## src/rtl/branch_buffer_update.sv

```systemverilog
// branch_buffer_update: write side of a 4-entry direct-mapped BTB with a resolution FIFO and clear sequencer.
// Optional BTB_HYSTERESIS_EN: a not-taken hit must repeat before the entry is invalidated.
module branch_buffer_update #(
   parameter int FIFO_DEPTH = 2
) (
   input  logic        CLK,
   input  logic        nRST,
   input  logic        resolve_valid,
   output logic        resolve_ready,
   input  logic [31:0] resolve_pc,
   input  logic        resolve_taken,
   input  logic [31:0] resolve_target,
   input  logic        clear_all,
   output logic        clear_busy,
   output logic [1:0]  lookup_ind,
   input  logic [60:0] lookup_entry,
   output logic        wen,
   input  logic        wready,
   output logic [1:0]  wind,
   output logic [60:0] wdata
);
   typedef struct packed {
      logic        bufvalid;
      logic [27:0] buftag;
      logic [31:0] buftarget;
   } buffer_t;
   typedef struct packed {
      logic [27:0] pctag;
      logic [1:0]  pcind;
      logic        taken;
      logic [31:0] target;
   } res_t;
   typedef enum logic [1:0] {IDLE, CHECK, WRITE, CLEAR} state_t;
   localparam int PW = $clog2(FIFO_DEPTH);
   localparam logic [PW:0] FULL = (PW+1)'(FIFO_DEPTH);
   res_t mem [FIFO_DEPTH];
   logic [PW-1:0] rd_ptr, wr_ptr;
   logic [PW:0] count;
   res_t work;
   buffer_t entry;
   state_t state;
   logic [1:0] clr_cnt;
   logic push, pop, flush, hit, do_write, strike_ok;
   logic unused_pad;
   assign unused_pad = ^resolve_pc[1:0];
   assign entry = buffer_t'(lookup_entry);
   assign resolve_ready = count != FULL && state != CLEAR;
   always_comb begin
      hit = entry.bufvalid && entry.buftag == work.pctag;
      do_write = work.taken ? !(hit && entry.buftarget == work.target) : hit && strike_ok;
      flush = clear_all && (state == CHECK || state == WRITE);
      pop = !clear_all && (state == CHECK ? !do_write : state == WRITE && wready);
      push = resolve_valid && resolve_ready;
   end
   // Abort flushes queued resolutions so nothing stale survives a clear.
   always_ff @(posedge CLK) begin
      if (!nRST || flush) begin
         rd_ptr <= '0;
         wr_ptr <= '0;
         count <= '0;
      end else begin
         if (push) begin
            mem[wr_ptr] <= '{resolve_pc[31:4], resolve_pc[3:2], resolve_taken, resolve_target};
            wr_ptr <= wr_ptr + 1'b1;
         end
         if (pop) rd_ptr <= rd_ptr + 1'b1;
         count <= count + (PW+1)'(push) - (PW+1)'(pop);
      end
   end
   always_ff @(posedge CLK) begin
      if (!nRST) begin
         state <= IDLE;
         work <= '0;
         lookup_ind <= '0;
         wen <= 1'b0;
         wind <= '0;
         wdata <= '0;
         clear_busy <= 1'b0;
         clr_cnt <= '0;
      end else if (clear_all && state != CLEAR) begin
         state <= CLEAR;
         wen <= 1'b0;
         wind <= '0;
         wdata <= '0;
         clear_busy <= 1'b1;
         clr_cnt <= '0;
      end else begin
         case (state)
            IDLE: if (count != '0) begin
               work <= mem[rd_ptr];
               lookup_ind <= mem[rd_ptr].pcind;
               state <= CHECK;
            end
            CHECK: if (do_write) begin
               state <= WRITE;
               wen <= 1'b1;
               wind <= work.pcind;
               wdata <= work.taken ? {1'b1, work.pctag, work.target} : '0;
            end else state <= IDLE;
            WRITE: if (wready) begin
               wen <= 1'b0;
               state <= IDLE;
            end
            default: if (wen && wready) begin
               clr_cnt <= clr_cnt + 1'b1;
               wind <= clr_cnt + 1'b1;
               if (clr_cnt == 2'd3) begin
                  wen <= 1'b0;
                  clear_busy <= 1'b0;
                  state <= IDLE;
               end
            end else wen <= 1'b1;
         endcase
      end
   end
`ifdef BTB_HYSTERESIS_EN
   logic [3:0] strike;
   assign strike_ok = strike[work.pcind];
   always_ff @(posedge CLK) begin
      if (!nRST || (clear_all && state != CLEAR)) strike <= '0;
      else if (state == CHECK) strike[work.pcind] <= work.taken ? 1'b0 : hit ? !strike[work.pcind] : strike[work.pcind];
   end
`else
   assign strike_ok = 1'b1;
`endif
endmodule

```

## config.mk

```make
export PLATFORM = sky130hd
export DESIGN_NAME = branch_buffer_update
export DESIGN_NICKNAME = d
export VERILOG_FILES = /design/src/rtl/branch_buffer_update.sv
export SDC_FILE = /design/constraint.sdc
export NUM_CORES = 1
export LEC_CHECK = 0
export CELL_PAD_IN_SITES_DETAIL_PLACEMENT = 2
export CELL_PAD_IN_SITES_GLOBAL_PLACEMENT = 2
export CORE_MARGIN = 2
export CORE_UTILIZATION = 37
export DETAILED_ROUTE_END_ITERATION = 8
export PLACE_DENSITY = 0.91
export SLEW_MARGIN = 15
export SYNTH_ARGS = -nofsm -noshare
export SYNTH_HDL_FRONTEND = slang
export SYNTH_SLANG_ARGS = --single-unit
```

## constraint.sdc

```tcl
create_clock -name CLK -period 19.4 [get_ports CLK]
set_clock_uncertainty 0.05 [all_clocks]
set_input_delay 3.88 -clock CLK [delete_from_list [all_inputs] [get_ports CLK]]
set_output_delay 3.88 -clock CLK [all_outputs]
set_load 0.005 [all_outputs]
```

### Word-level counts from Yosys, hierarchy flattened

Memories as Yosys holds them, arrays and structs flattened. A register that Yosys moved wholly into a read port is not among the register bits.
Cells that the tools add are included.

* add/sub/neg operators: 5
* $mul: 0
* divide/modulo/power cells: 0
* $lt $le $gt $ge: 0
* eq/ne operators: 13
* shift operators: 0
* multiplexer cells: 24
* bitwise logic cells: 5
* reduce and logical (&&, ||, !) cells: 33

Operators with widths (number)
* two-way mux 61 bit: 1
* equality test 32 bit: 1
* equality test 28 bit: 1
* two-way mux 2 bit: 8
* two-way mux 1 bit: 12
* nonzero test 5 bit: 2
* logical AND 1 bit: 9
* AND reduction 3 bit: 3
* inequality test 2 bit (second input constant): 4
* AND reduction 4 bit: 2
* nonzero test 2 bit: 4
* one-hot mux 2 bit (3 select lines): 1
* zero test 1 bit: 5
* NOT 1 bit: 5
* equality test 2 bit (second input constant): 2
* inequality test 4 x 3 -> 1 bit (second input constant): 1
* one-hot mux 2 bit (2 select lines): 1
* AND reduction 2 bit: 2
* OR reduction 2 bit: 2
* inequality test 3 x 2 -> 1 bit (second input constant): 1
* inequality test 3 bit (second input constant): 1
* one-hot mux 1 bit (3 select lines): 1
* OR reduction 3 bit: 1
* adder 1 bit (second input constant): 2
* 7 further kinds: 8

* flip-flop bits (word level): 73
* latch bits: 0
* RAM bits: 126
* memory bits (read-only): 0
* output and inout port bits: 68
* word-level logic and storage cells: 90
* memories kept: 1

Memory list
* mem: depth 2, width 63, read ports 1, clocked after Yosys merged registers in 1, wr ports 1, line 36 `res_t mem [FIFO_DEPTH];`

### Longest topological paths before layout

* depth in word-level cells: 9
* depth in mapped cells: 12

### Least setup slack after synthesis

No wires, ideal clock.

* path kind: input port to flip-flop
* start point: in nRST
* end point: mem mem[0][0] (netlist name) (enable)
* data arrival time: 8766 ps
* data required time: 18789 ps
* slack: 10023 ps
* stages: 4
* path buffers: 2
* path through: clkbuf_1 > clkbuf_1 > nand2_1 > nor3_1

* longest elaborated chain between the ends: 4

RTL lines
* start: declaration: line 7 `input logic nRST,`
* zero test 1 bit
* logical OR 1 bit: line 57 `if (!nRST || flush) begin`
* two-way mux 1 bit: line 57
* two-way mux 1 bit (implied by the code): line 63 `mem[wr_ptr] <= '{resolve_pc[31:4], resolve_pc[3:2], resolve_taken, resolve_target};`
* end: declaration: line 36

No other way between the ends.

### Worst setup path in the final report

* start point: in lookup_entry[59]
* end point: reg wdata[55]

* longest elaborated chain between the ends: 6

RTL lines
* start: declaration: line 16 `input logic [60:0] lookup_entry,`
* equality test 28 bit *: line 49 `hit = entry.bufvalid && entry.buftag == work.pctag;`
* logical AND 1 bit *: line 49
* logical AND 1 bit: line 50 `do_write = work.taken ? !(hit && entry.buftarget == work.target) : hit && strike_ok;`
* zero test 1 bit: line 50
* two-way mux 1 bit *: line 50
* AND reduction 2 bit (no source line) *
* end signal: assignment: line 98 `wdata <= work.taken ? {1'b1, work.pctag, work.target} : '0;`
* end: declaration: line 20 `output logic [60:0] wdata`

Mark *: on every way between the ends. The rest lies on a longest branch, timed or not.
A chain may end at the register's enable or synchronous reset.

==> reports/results.ini <==
[timing]
fin_crit_sh=0.358
max_freq_mhz=144
hold_viol_final=0
rsz0062_at_grt=false
setup_tns_ns=0
setup_viol=0
worst_pin_slew_ns=1.04
setup_slack_ns=12.46
final-max-slew-violation-count=0
maxSlewHeadroom=0.310
final.min_clock_period_ns=6.94

[cts]
clkSinkCount=262
clk_pin_slew_worst_paths_ns=0.06
cts_buffers=29
ctsLongestPathBuffers=3
postCtsHoldBufs=0
tritoncts=built
cts_resized=0
cts_setup_buffers=0
cts_root_buf=clkbuf_16
htreeDepth=1
clk_latency_ns=0.53

[synthesis]
syn_area_um2=10800
synth_xor_area_frac=0.0512
synth_cell_types=40
ys_seq_elements=262
synthAdderAreaFrac=0.00813
synth_compound_area_frac=0.0744
synth_ff_type=dfxtp_1
synth_cells=873
async_reset_ff_frac=0
synth_edf_count=126
synth_top_family_by_area=multiplexers
seq_area_frac_synth=0.604
syn-num-nets=1011
yosysWarnings=0
synthMuxAreaShare=0.120
synthSimpleGateAreaFrac=0.109
avgSynthCellArea_um2=12.3

[layout]
drive_above_1_share=0.0533
stdcell_count=1459
utilization=0.485
syn2layout_area_growth_pct=29.1
nNetsFinal=1186

[critical_path]
cp-start-kind=primary input
cp_max_fo=39
worst_path_largest_cell_delay_ns=0.71
cp.required_ns=19.80
cp_data_arrival_time_ns=7.34
slowest_stage=buf_4
setup.worst_path.end_class=register
path_buf_inv=2
critical_path_class=in -> reg
path_delay_family=buffers and inverters
cp_cell_sequence=clkdlybuf4s50_1, xnor2_1, nand4_1, nor4_4, a21o_1, o211a_4, buf_4, mux2i_1

[routing]
drt-met1-wl_mm=14.1
drcViolationCount=0
dr.pass1.iters=5
drt_iter0_drc=456
highest-signal-layer=met5
wl_mm=34.1
detail-route-antenna-nets=0
routed-wl-met3_mm=1.63
met2_length_mm=17.5
dr_total_vias=7630
viasPerCell=5.23
wire_per_inst_um=23.4

[die]
start_util=0.375
std_cell_rows=62
die_x_um=175
die_area_um2=30500
core_area_um2=28700
die_h_um=175
pin_count=199

[placed_design]
placement.setup.worst_slack_ns=12.01
dp.final_hpwl_mm=22.9
port_buffers=196
routabilityCongestion=0.760
placed_cells=1401

[power]
p_per_area_nw_per_um2=118
cellLeakagePower_nw=5.14
ir_drop_mv=0.0608

[global_routing]
grt_pass1_vias=8702
grt_max_degree=85
grt_antenna_before_repair=7
grt_pass1_wl_mm=51.9
grt_usage=0.223
global_route.overflow_total=0

[run]
maxCapViolations=0

[run_status]
status=finished clean

[min_path]
hold_class=reg -> reg

==> logic make-up (layout without fill, tap and decap cells) <==
logic type | count (synthesis) | in the layout
XOR/XNOR | 63 | 63
flip-flops | 262 | 262
multiplexers | 129 | 129
adder cells (fa/ha/maj) | 7 | 7
AND/OR/NAND/NOR | 257 | 257
buffers and inverters | 67 | 264
other | 0 | 5
AO/OA/AOI/OAI | 88 | 88
==> cell usage after synthesis (3+ instances only) <==
cell        n  share of area
a21oi_1     6         0.0028
buf_1       8         0.0028
buf_12      6          0.011
clkbuf_1   44          0.015
dfxtp_1   136           0.25
edfxtp_1  126           0.35
ha_1        7         0.0081
inv_1       6         0.0021
mux2i_1   128           0.12
nand2_1   142          0.049
nand2b_1    3         0.0017
nand3_1    67          0.031
nand4_1    13         0.0075
nor2_1     13         0.0045
nor2b_1     3         0.0017
nor3_1      4         0.0019
o211a_1    65          0.060
o21ai_0     6         0.0028
xnor2_1    61          0.050
==> layer usage <==
layer	vias to the layer above	global-route usage
li1	3494	-
met4	2	0.0736
met2	200	0.396
met1	3875	0.274
met3	59	0.0403
met5	-	0
==> layout make-up <==
cell class / instances / area [um2]
tap: 384 / 480
multi-input combinational: 544 / 3930
inverter: 6 / 22.5
timing repair buffer: 205 / 2020
clock inverter: 17 / 143
clock buffer: 36 / 792
fill: 2817 / 14800
antenna: 5 / 12.5
sequential: 262 / 6510
==> worst reg2reg max path, delay by kind of cell, from the launching register on <==
kind / cells / cell delay, ns
buffers and inverters: 1 / 0.73
AND/OR/NAND/NOR: 2 / 0.84
multiplexers: 1 / 0.32
flip-flops: 1 / 0.34
XOR/XNOR: 1 / 0.44
AO/OA/AOI/OAI: 2 / 0.71
==> final timing paths <==
check                              start                endpoint  slack, ns  cells past startpoint
setup / recovery        lookup_entry[59]  wdata[55]$_SDFFE_PP0P_      12.46                      8
hold / removal    wdata[20]$_SDFFE_PP0P_  wdata[20]$_SDFFE_PP0P_       0.41                      2
setup reg to reg   work[62]$_SDFFE_PN0P_  wdata[55]$_SDFFE_PP0P_      15.89                      7
hold reg to reg   wdata[20]$_SDFFE_PP0P_  wdata[20]$_SDFFE_PP0P_       0.41                      2
==> registers in the layout (all words and copies together) (netlist names), 2 cells and up <==
| name | count |
|---|---|
| wdata | 61 |
| work | 63 |
| state | 2 |
| wind | 2 |
| clr_cnt | 2 |
| mem | 126 |
| count | 2 |
==> cells in the final DEF, fill, tap and decap left out, drive strengths merged, types with 4 or more instances in the layout <==
cell type | netlist | routed
nor3 | 4 | 4
nand3 | 67 | 67
dfxtp | 136 | 136
xnor2 | 61 | 61
nor2 | 13 | 13
ha | 7 | 7
nand4 | 13 | 13
clkbuf | 44 | 36
a21oi | 6 | 6
nand2 | 142 | 142
clkinv | 0 | 14
buf | 17 | 10
nor4 | 4 | 4
mux2i | 128 | 128
edfxtp | 126 | 126
clkdlybuf4s50 | 0 | 195
diode | 0 | 5
inv | 6 | 6
o21ai | 6 | 6
o211a | 65 | 65
==> metrics by stage <==
| step | power (mW) | hold slack (ns) | area [um2] |
|---|---|---|---|
| floorplan | 0.976 | 0.401 | 10800 |
| global placement | 1.09 | 0.393 | 13000 |
| detailed placement | 1.12 | 0.400 | 13000 |
| CTS | 1.67 | 0.411 | 13900 |
| global route | 1.73 | 0.438 | 13900 |
| finish | 1.65 | 0.410 | 13900 |
==> where the power goes <==
| group | leakage, nW | switching, mW | internal [mW] |
|---|---|---|---|
| clock | 0.454 | 0.216 | 0.325 |
| combinational | 2.43 | 0.196 | 0.153 |
| sequential | 2.25 | 0.0856 | 0.671 |
| total | 5.14 | 0.498 | 1.15 |
Power figures use the tool's default switching activity.
